[src/rtl/spi_frame_sender.sv]
// ---------------------------------------------------------------------------
// spi_frame_sender
//
// SPI master that streams a complete framebuffer to a display controller.
// For each row it opens one ss frame carrying the command byte 0xF0|row,
// followed by COLUMNS pixels of three bytes each ({R,G,B}, MSB first). After
// the last row it sends a separate ss frame carrying the load command 0x10.
// Pixels come from a local framebuffer RAM with a one-cycle read latency.
//
// Parameters
//   ROWS      framebuffer rows (<= 16, row index fits the command nibble)
//   COLUMNS   pixels per row (<= 256)
//   BITWIDTH  bits per colour channel; the top 8 bits of a channel form its byte
//   CLKDIV    clk cycles per sclk half-period (>= 1)
//   GAP       clk cycles ss stays low between frames (>= 1)
//
// Ports
//   clk_i       system clock, rising edge
//   rst_ni      asynchronous active-low reset
//   start_i     request one full transfer; sampled only while idle
//   row_mask_i  (SPI_FRAME_SENDER_PARTIAL_EN only) per-row enable, latched on start
//   busy_o      high from the cycle after start is accepted until done
//   done_o      one-cycle pulse when the transfer completes
//   ren_o       framebuffer read strobe (one-cycle pulse)
//   rrow_o      framebuffer read row
//   rcol_o      framebuffer read column
//   rdata_i     pixel {R,G,B}, valid the cycle after ren_o
//   sclk_o      SPI clock, idles low
//   ss_o        frame select, active high
//   mosi_o      SPI data, changes only together with a falling sclk or while low
//
// Build option
//   SPI_FRAME_SENDER_PARTIAL_EN : adds row_mask_i; rows with a 0 mask bit are
//   skipped entirely (no frame, no reads). The load frame is always sent.
// ---------------------------------------------------------------------------
module spi_frame_sender #(
   parameter int ROWS     = 8,
   parameter int COLUMNS  = 32,
   parameter int BITWIDTH = 8,
   parameter int CLKDIV   = 2,
   parameter int GAP      = 4,
   localparam int ROW_W   = (ROWS > 1) ? $clog2(ROWS) : 1,
   localparam int COL_W   = (COLUMNS > 1) ? $clog2(COLUMNS) : 1
) (
   input  logic                  clk_i,
   input  logic                  rst_ni,
   input  logic                  start_i,
`ifdef SPI_FRAME_SENDER_PARTIAL_EN
   input  logic [ROWS-1:0]       row_mask_i,
`endif
   output logic                  busy_o,
   output logic                  done_o,
   output logic                  ren_o,
   output logic [ROW_W-1:0]      rrow_o,
   output logic [COL_W-1:0]      rcol_o,
   input  logic [3*BITWIDTH-1:0] rdata_i,
   output logic                  sclk_o,
   output logic                  ss_o,
   output logic                  mosi_o
);

   localparam int CNT_MAX = (CLKDIV > GAP) ? CLKDIV : GAP;
   localparam int CNT_W   = $clog2(CNT_MAX + 1);

   typedef enum logic [3:0] {
      S_IDLE, S_ROW_START, S_LOAD_START, S_BIT_LOW, S_BIT_HIGH, S_FETCH,
      S_READ, S_LATCH, S_TAIL, S_ROW_GAP, S_LOAD_GAP, S_DONE
   } state_e;

   // What the byte currently on the wire belongs to; decides where to go
   // once its last bit has been clocked out.
   typedef enum logic [1:0] {K_CMD, K_PIXEL, K_LOAD} kind_e;

   state_e               state_q;
   kind_e                kind_q;
   logic [ROW_W-1:0]     row_q, rrow_q;
   logic [COL_W-1:0]     col_q, rcol_q;
   logic [CNT_W-1:0]     cnt_q;
   logic [2:0]           bit_q;
   logic [1:0]           byte_q;
   logic [6:0]           shreg_q;      // bits still to send after the one on mosi
   logic [3*BITWIDTH-1:0] pixel_q;
   logic                 ss_q, sclk_q, mosi_q, busy_q, done_q, ren_q;

   logic                 row_en;
   logic                 phase_end, gap_end, last_row, last_col;
   logic [7:0]           first_chan, next_chan;

   function automatic logic [7:0] chan_byte(input logic [3*BITWIDTH-1:0] pix,
                                            input logic [1:0] idx);
      case (idx)
         2'd0:    return pix[3*BITWIDTH-1 -: 8];
         2'd1:    return pix[2*BITWIDTH-1 -: 8];
         default: return pix[BITWIDTH-1 -: 8];
      endcase
   endfunction

`ifdef SPI_FRAME_SENDER_PARTIAL_EN
   logic [ROWS-1:0] mask_q;
   assign row_en = mask_q[row_q];
`else
   assign row_en = 1'b1;
`endif

   assign phase_end  = (cnt_q == CNT_W'(CLKDIV - 1));
   assign gap_end    = (cnt_q == CNT_W'(GAP - 1));
   assign last_row   = (row_q == ROW_W'(ROWS - 1));
   assign last_col   = (col_q == COL_W'(COLUMNS - 1));
   assign first_chan = chan_byte(rdata_i, 2'd0);
   assign next_chan  = chan_byte(pixel_q, byte_q + 2'd1);

   // NOTE: every register here is updated with <= so all branches see the
   // values from the start of the cycle, independent of statement order.
   always_ff @(posedge clk_i or negedge rst_ni) begin
      if (!rst_ni) begin
         state_q <= S_IDLE;
         kind_q  <= K_CMD;
         row_q   <= '0;
         col_q   <= '0;
         rrow_q  <= '0;
         rcol_q  <= '0;
         cnt_q   <= '0;
         bit_q   <= '0;
         byte_q  <= '0;
         shreg_q <= '0;
         pixel_q <= '0;
         ss_q    <= 1'b0;
         sclk_q  <= 1'b0;
         mosi_q  <= 1'b0;
         busy_q  <= 1'b0;
         done_q  <= 1'b0;
         ren_q   <= 1'b0;
`ifdef SPI_FRAME_SENDER_PARTIAL_EN
         mask_q  <= '0;
`endif
      end else begin
         case (state_q)
            S_IDLE: if (start_i) begin
               busy_q  <= 1'b1;
               row_q   <= '0;
               state_q <= S_ROW_START;
`ifdef SPI_FRAME_SENDER_PARTIAL_EN
               mask_q  <= row_mask_i;
`endif
            end
            // Masked rows are skipped one per cycle; ss stays low meanwhile.
            S_ROW_START: begin
               if (row_en) begin
                  ss_q    <= 1'b1;
                  mosi_q  <= 1'b1;
                  shreg_q <= {3'b111, 4'(row_q)};
                  kind_q  <= K_CMD;
                  bit_q   <= '0;
                  cnt_q   <= '0;
                  state_q <= S_BIT_LOW;
               end else if (last_row) begin
                  state_q <= S_LOAD_START;
               end else begin
                  row_q   <= row_q + ROW_W'(1);
               end
            end
            S_LOAD_START: begin
               ss_q    <= 1'b1;
               mosi_q  <= 1'b0;
               shreg_q <= 7'b0010000;
               kind_q  <= K_LOAD;
               row_q   <= '0;
               bit_q   <= '0;
               cnt_q   <= '0;
               state_q <= S_BIT_LOW;
            end
            // For the first bit of a frame this low phase doubles as the
            // ss-to-first-rise setup time.
            S_BIT_LOW: begin
               cnt_q <= cnt_q + CNT_W'(1);
               if (phase_end) begin
                  sclk_q  <= 1'b1;
                  cnt_q   <= '0;
                  state_q <= S_BIT_HIGH;
               end
            end
            S_BIT_HIGH: begin
               cnt_q <= cnt_q + CNT_W'(1);
               if (phase_end) begin
                  sclk_q <= 1'b0;
                  cnt_q  <= '0;
                  if (bit_q != 3'd7) begin
                     mosi_q  <= shreg_q[6];
                     shreg_q <= {shreg_q[5:0], 1'b0};
                     bit_q   <= bit_q + 3'd1;
                     state_q <= S_BIT_LOW;
                  end else begin
                     bit_q <= '0;
                     case (kind_q)
                        K_CMD: begin
                           col_q   <= '0;
                           state_q <= S_FETCH;
                        end
                        K_PIXEL: begin
                           if (byte_q != 2'd2) begin
                              byte_q  <= byte_q + 2'd1;
                              mosi_q  <= next_chan[7];
                              shreg_q <= next_chan[6:0];
                              state_q <= S_BIT_LOW;
                           end else if (!last_col) begin
                              col_q   <= col_q + COL_W'(1);
                              state_q <= S_FETCH;
                           end else begin
                              state_q <= S_TAIL;
                           end
                        end
                        default: state_q <= S_TAIL;
                     endcase
                  end
               end
            end
            S_FETCH: begin
               ren_q   <= 1'b1;
               rrow_q  <= row_q;
               rcol_q  <= col_q;
               kind_q  <= K_PIXEL;
               state_q <= S_READ;
            end
            S_READ: begin
               ren_q   <= 1'b0;
               state_q <= S_LATCH;
            end
            S_LATCH: begin
               pixel_q <= rdata_i;
               byte_q  <= '0;
               mosi_q  <= first_chan[7];
               shreg_q <= first_chan[6:0];
               cnt_q   <= '0;
               state_q <= S_BIT_LOW;
            end
            S_TAIL: begin
               cnt_q <= cnt_q + CNT_W'(1);
               if (phase_end) begin
                  ss_q    <= 1'b0;
                  cnt_q   <= '0;
                  state_q <= (kind_q == K_LOAD) ? S_LOAD_GAP : S_ROW_GAP;
               end
            end
            S_ROW_GAP: begin
               cnt_q <= cnt_q + CNT_W'(1);
               if (gap_end) begin
                  cnt_q <= '0;
                  if (last_row) begin
                     state_q <= S_LOAD_START;
                  end else begin
                     row_q   <= row_q + ROW_W'(1);
                     state_q <= S_ROW_START;
                  end
               end
            end
            S_LOAD_GAP: begin
               cnt_q <= cnt_q + CNT_W'(1);
               if (gap_end) begin
                  cnt_q   <= '0;
                  done_q  <= 1'b1;
                  busy_q  <= 1'b0;
                  state_q <= S_DONE;
               end
            end
            S_DONE: begin
               done_q  <= 1'b0;
               state_q <= S_IDLE;
            end
            default: state_q <= S_IDLE;
         endcase
      end
   end

   assign busy_o = busy_q;
   assign done_o = done_q;
   assign ren_o  = ren_q;
   assign rrow_o = rrow_q;
   assign rcol_o = rcol_q;
   assign sclk_o = sclk_q;
   assign ss_o   = ss_q;
   assign mosi_o = mosi_q;

endmodule

[config.mk]
export PLATFORM = sky130hd
export DESIGN_NAME = spi_frame_sender
export DESIGN_NICKNAME = d
export VERILOG_FILES = /design/src/rtl/spi_frame_sender.sv
export SDC_FILE = /design/constraint.sdc
export NUM_CORES = 1
export LEC_CHECK = 0
export ABC_AREA = 0
export CORE_MARGIN = 5
export CORE_UTILIZATION = 60
export DETAILED_ROUTE_END_ITERATION = 7
export PLACE_DENSITY = 0.86
export SLEW_MARGIN = 30
export SYNTH_ARGS = -nofsm -noshare
export SYNTH_HDL_FRONTEND = slang
export SYNTH_SLANG_ARGS = --single-unit
[constraint.sdc]
create_clock -name clk_i -period 3.3 [get_ports clk_i]
set_input_delay 0.33 -clock clk_i [delete_from_list [all_inputs] [get_ports clk_i]]
set_output_delay 0.33 -clock clk_i [all_outputs]
set_load 0.02 [all_outputs]
==> results.yml <==
detailed_routing:
  wirelength_um: 8690
  dr.pass1.iters: 5
  first_iter_violations: 337
  drt-vias-per-instance: 6.12
  vias: 3074
  wl_per_cell_um: 17.3
  post-route-drc-count: 0
  final_antenna_net_count: 0
layout:
  layout_common_cells: "nand2_1 (83), dfrtp_1 (67), clkdlybuf4s50_1 (39)"
  fill_cells: 438
  final_nets: 463
  fin_util_pct: 72.3
  syn2layout_area_growth_pct: 16.4
  n_antenna_cell: 0
  layout-drive-gt1-share_pct: 10.8
  final_common_cell: "nand2_1"
  fin_cells: 502
clocking:
  cts_setup_buffers: 0
  clock_sink_count: 67
  holdBufCountCts: 1
  clock_latency_ns: 0.34
  cts-root-buf: "clkbuf_8"
  numCtsBuffers: 9
  cts_tree: "done"
  path_clk_slew_ns: 0.07
  h-tree-depth: 3
  cts_resized: 0
  cts_buffer_depth: 2
timing:
  post-route-min-period_ns: 2.52
  slew_viol_final: 0
  fin_crit_sh_pct: 76.5
  holdWs_ns: 0.482
  report.final.setup_viol: 0
  finClkSkew_ns: 0.00620
  fin_setup_tns_ns: 0
  rsz0062_at_grt: "false"
  hold_viol: 0
  worst_slack_ns: 0.776
  max_freq_mhz: 396
  slew_headroom_pct: 37.3
  worst_pin_slew_ns: 0.940
logic_synthesis:
  synth-async-reset-ratio_pct: 100
  synth-seq-cells: 67
  synth_top_cell_by_area: "dfrtp_1"
  synth_area_leaders: "dfrtp_1 (45%), nand2_1 (8.4%), mux2_2 (5.5%)"
  ys.warnings.count: 0
  seq_area_frac_synth_pct: 45.1
  synth_edf_count: 0
  netlist_area_um2: 3720
  synth_fp_nets: 428
  ys_types: 58
  avgSynthCellArea_um2: 9.58
  yosys.area.top_type_share_pct: 45.1
  synthCells: 388
  synth_ff_type: "dfrtp_1"
place:
  dpl_worst_slack_ns: 0.839
  dp_hpwl_um: 6350
  placedCellCount: 486
  place_congestion: 0.957
  port-buffer-count: 40
setup_path:
  start_kind: "flip-flop"
  path_class: "flip-flop to flip-flop"
  cp.arrival_ns: 2.75
  path_max_fanout: 31
  cp-end-kind: "flip-flop"
  crit_required_ns: 3.52
floorplan:
  fp.dieW_um: 88.7
  rows: 28
  num_io_pins: 41
  dieArea_um2: 7870
  die_y_um: 88.7
  start_util_pct: 62.1
  core_area_um2: 5990
job:
  max-cap-violations: 0
power:
  power_density_nw_per_um2: 828
  p_leak_nw: 1.98
  ir_drop_v: 0.000659
grt:
  grt-ovfl-total: 0
  grt_pass1_wl_um: 14600
  grt_max_degree: 32
  grt_antenna_before_repair: 0
  grt_use_total_pct: 24.2
  grt_pass1_vias: 2981
min_path:
  min_path_type: "flip-flop to flip-flop"
run_status:
  outcome: "finished, final reports clean"
==> cells by family after synthesis <==
group / synth area share (%)
buffers and inverters: 4.51
adders and majority gates: 4.37
DFF: 45.1
and+or+nand+nor: 19.4
muxes: 7.10
AOI/OAI and AO/OA: 19.0
xor gates and xnor gates: 0.471
==> layout make-up <==
type / instances / area [um2] / share of cell area, %
multi-input combinational: 282 / 1870 / 43.3
tap: 75 / 93.8 / 2.17
inverter: 18 / 67.6 / 1.56
clock inverter: 6 / 57.6 / 1.33
clock buffer: 9 / 124 / 2.86
sequential: 67 / 1680 / 38.7
timing repair buffer: 45 / 435 / 10.1
==> power breakdown <==
| part | internal [W] | switching, W | leakage, nW |
|---|---|---|---|
| clock network | 0.000339 | 0.000308 | 0.0946 |
| registers | 0.00108 | 0.000277 | 0.853 |
| logic | 0.000657 | 0.000922 | 1.03 |
| total | 0.00208 | 0.00151 | 1.98 |
==> registers in the layout, summed over array words and instances (netlist names), 2 cells and up <==
name,cells
cnt_q,3
rcol_o,5
rrow_o,3
row_q,3
byte_q,2
shreg_q,7
col_q,5
bit_q,3
state_q,4
kind_q,2
pixel_q,24
==> synthesized netlist by cell type (all sizes together) (3+ instances only) <==
cell,instances
a21o,3
nand2,83
o21a,4
inv,18
mux2i,5
clkbuf,14
nor2b,9
buf,7
a221o,6
dfrtp,67
nor2,10
mux2,19
a21oi,14
and2,3
o21ai,25
o2111ai,3
a31oi,9
and3,3
o211ai,4
nand3,8
a22oi,4
ha,13
a22o,3
a221oi,3
o221ai,3
nand2b,14
nand4,3
==> path summary, 6_finish.rpt <==
check	to	from	depth (start not counted)	slack, ns
min in group asynchronous	rrow_o[1]	rst_ni	2	0.49
max in group asynchronous	pixel_q[12]	rst_ni	3	2.13
setup / recovery	shreg_q[0]	state_q[1]	4	0.78
hold / removal	pixel_q[21]	pixel_q[21]	2	0.48
setup reg to reg	shreg_q[0]	state_q[1]	4	0.78
hold reg to reg	pixel_q[21]	pixel_q[21]	2	0.48
==> worst max-delay path, stage by stage (launching register included) <==
cell	delay, ns
dfrtp_1	0.96
and4b_1	0.64
a21oi_1	0.19
a221o_1	0.32
mux2_1	0.29
==> routing by layer <==
metal | up-vias | part of all wire, % | global-route usage, %
li1 | 1444 | - | -
met1 | 1500 | 45 | 34.0
met2 | 111 | 47 | 36.5
met3 | 19 | 6.2 | 4.56
met4 | 0 | 1.7 | 10.4
met5 | - | 0 | 0
==> metrics by stage <==
stage               power [W]  cell area (um2)
detailed placement    0.00293             4140
floorplan             0.00249             3720
global placement      0.00286             4140
CTS                   0.00358             4330
global route          0.00383             4330
finish                0.00359             4330
No activity file was read; power rests on OpenSTA's default activity.
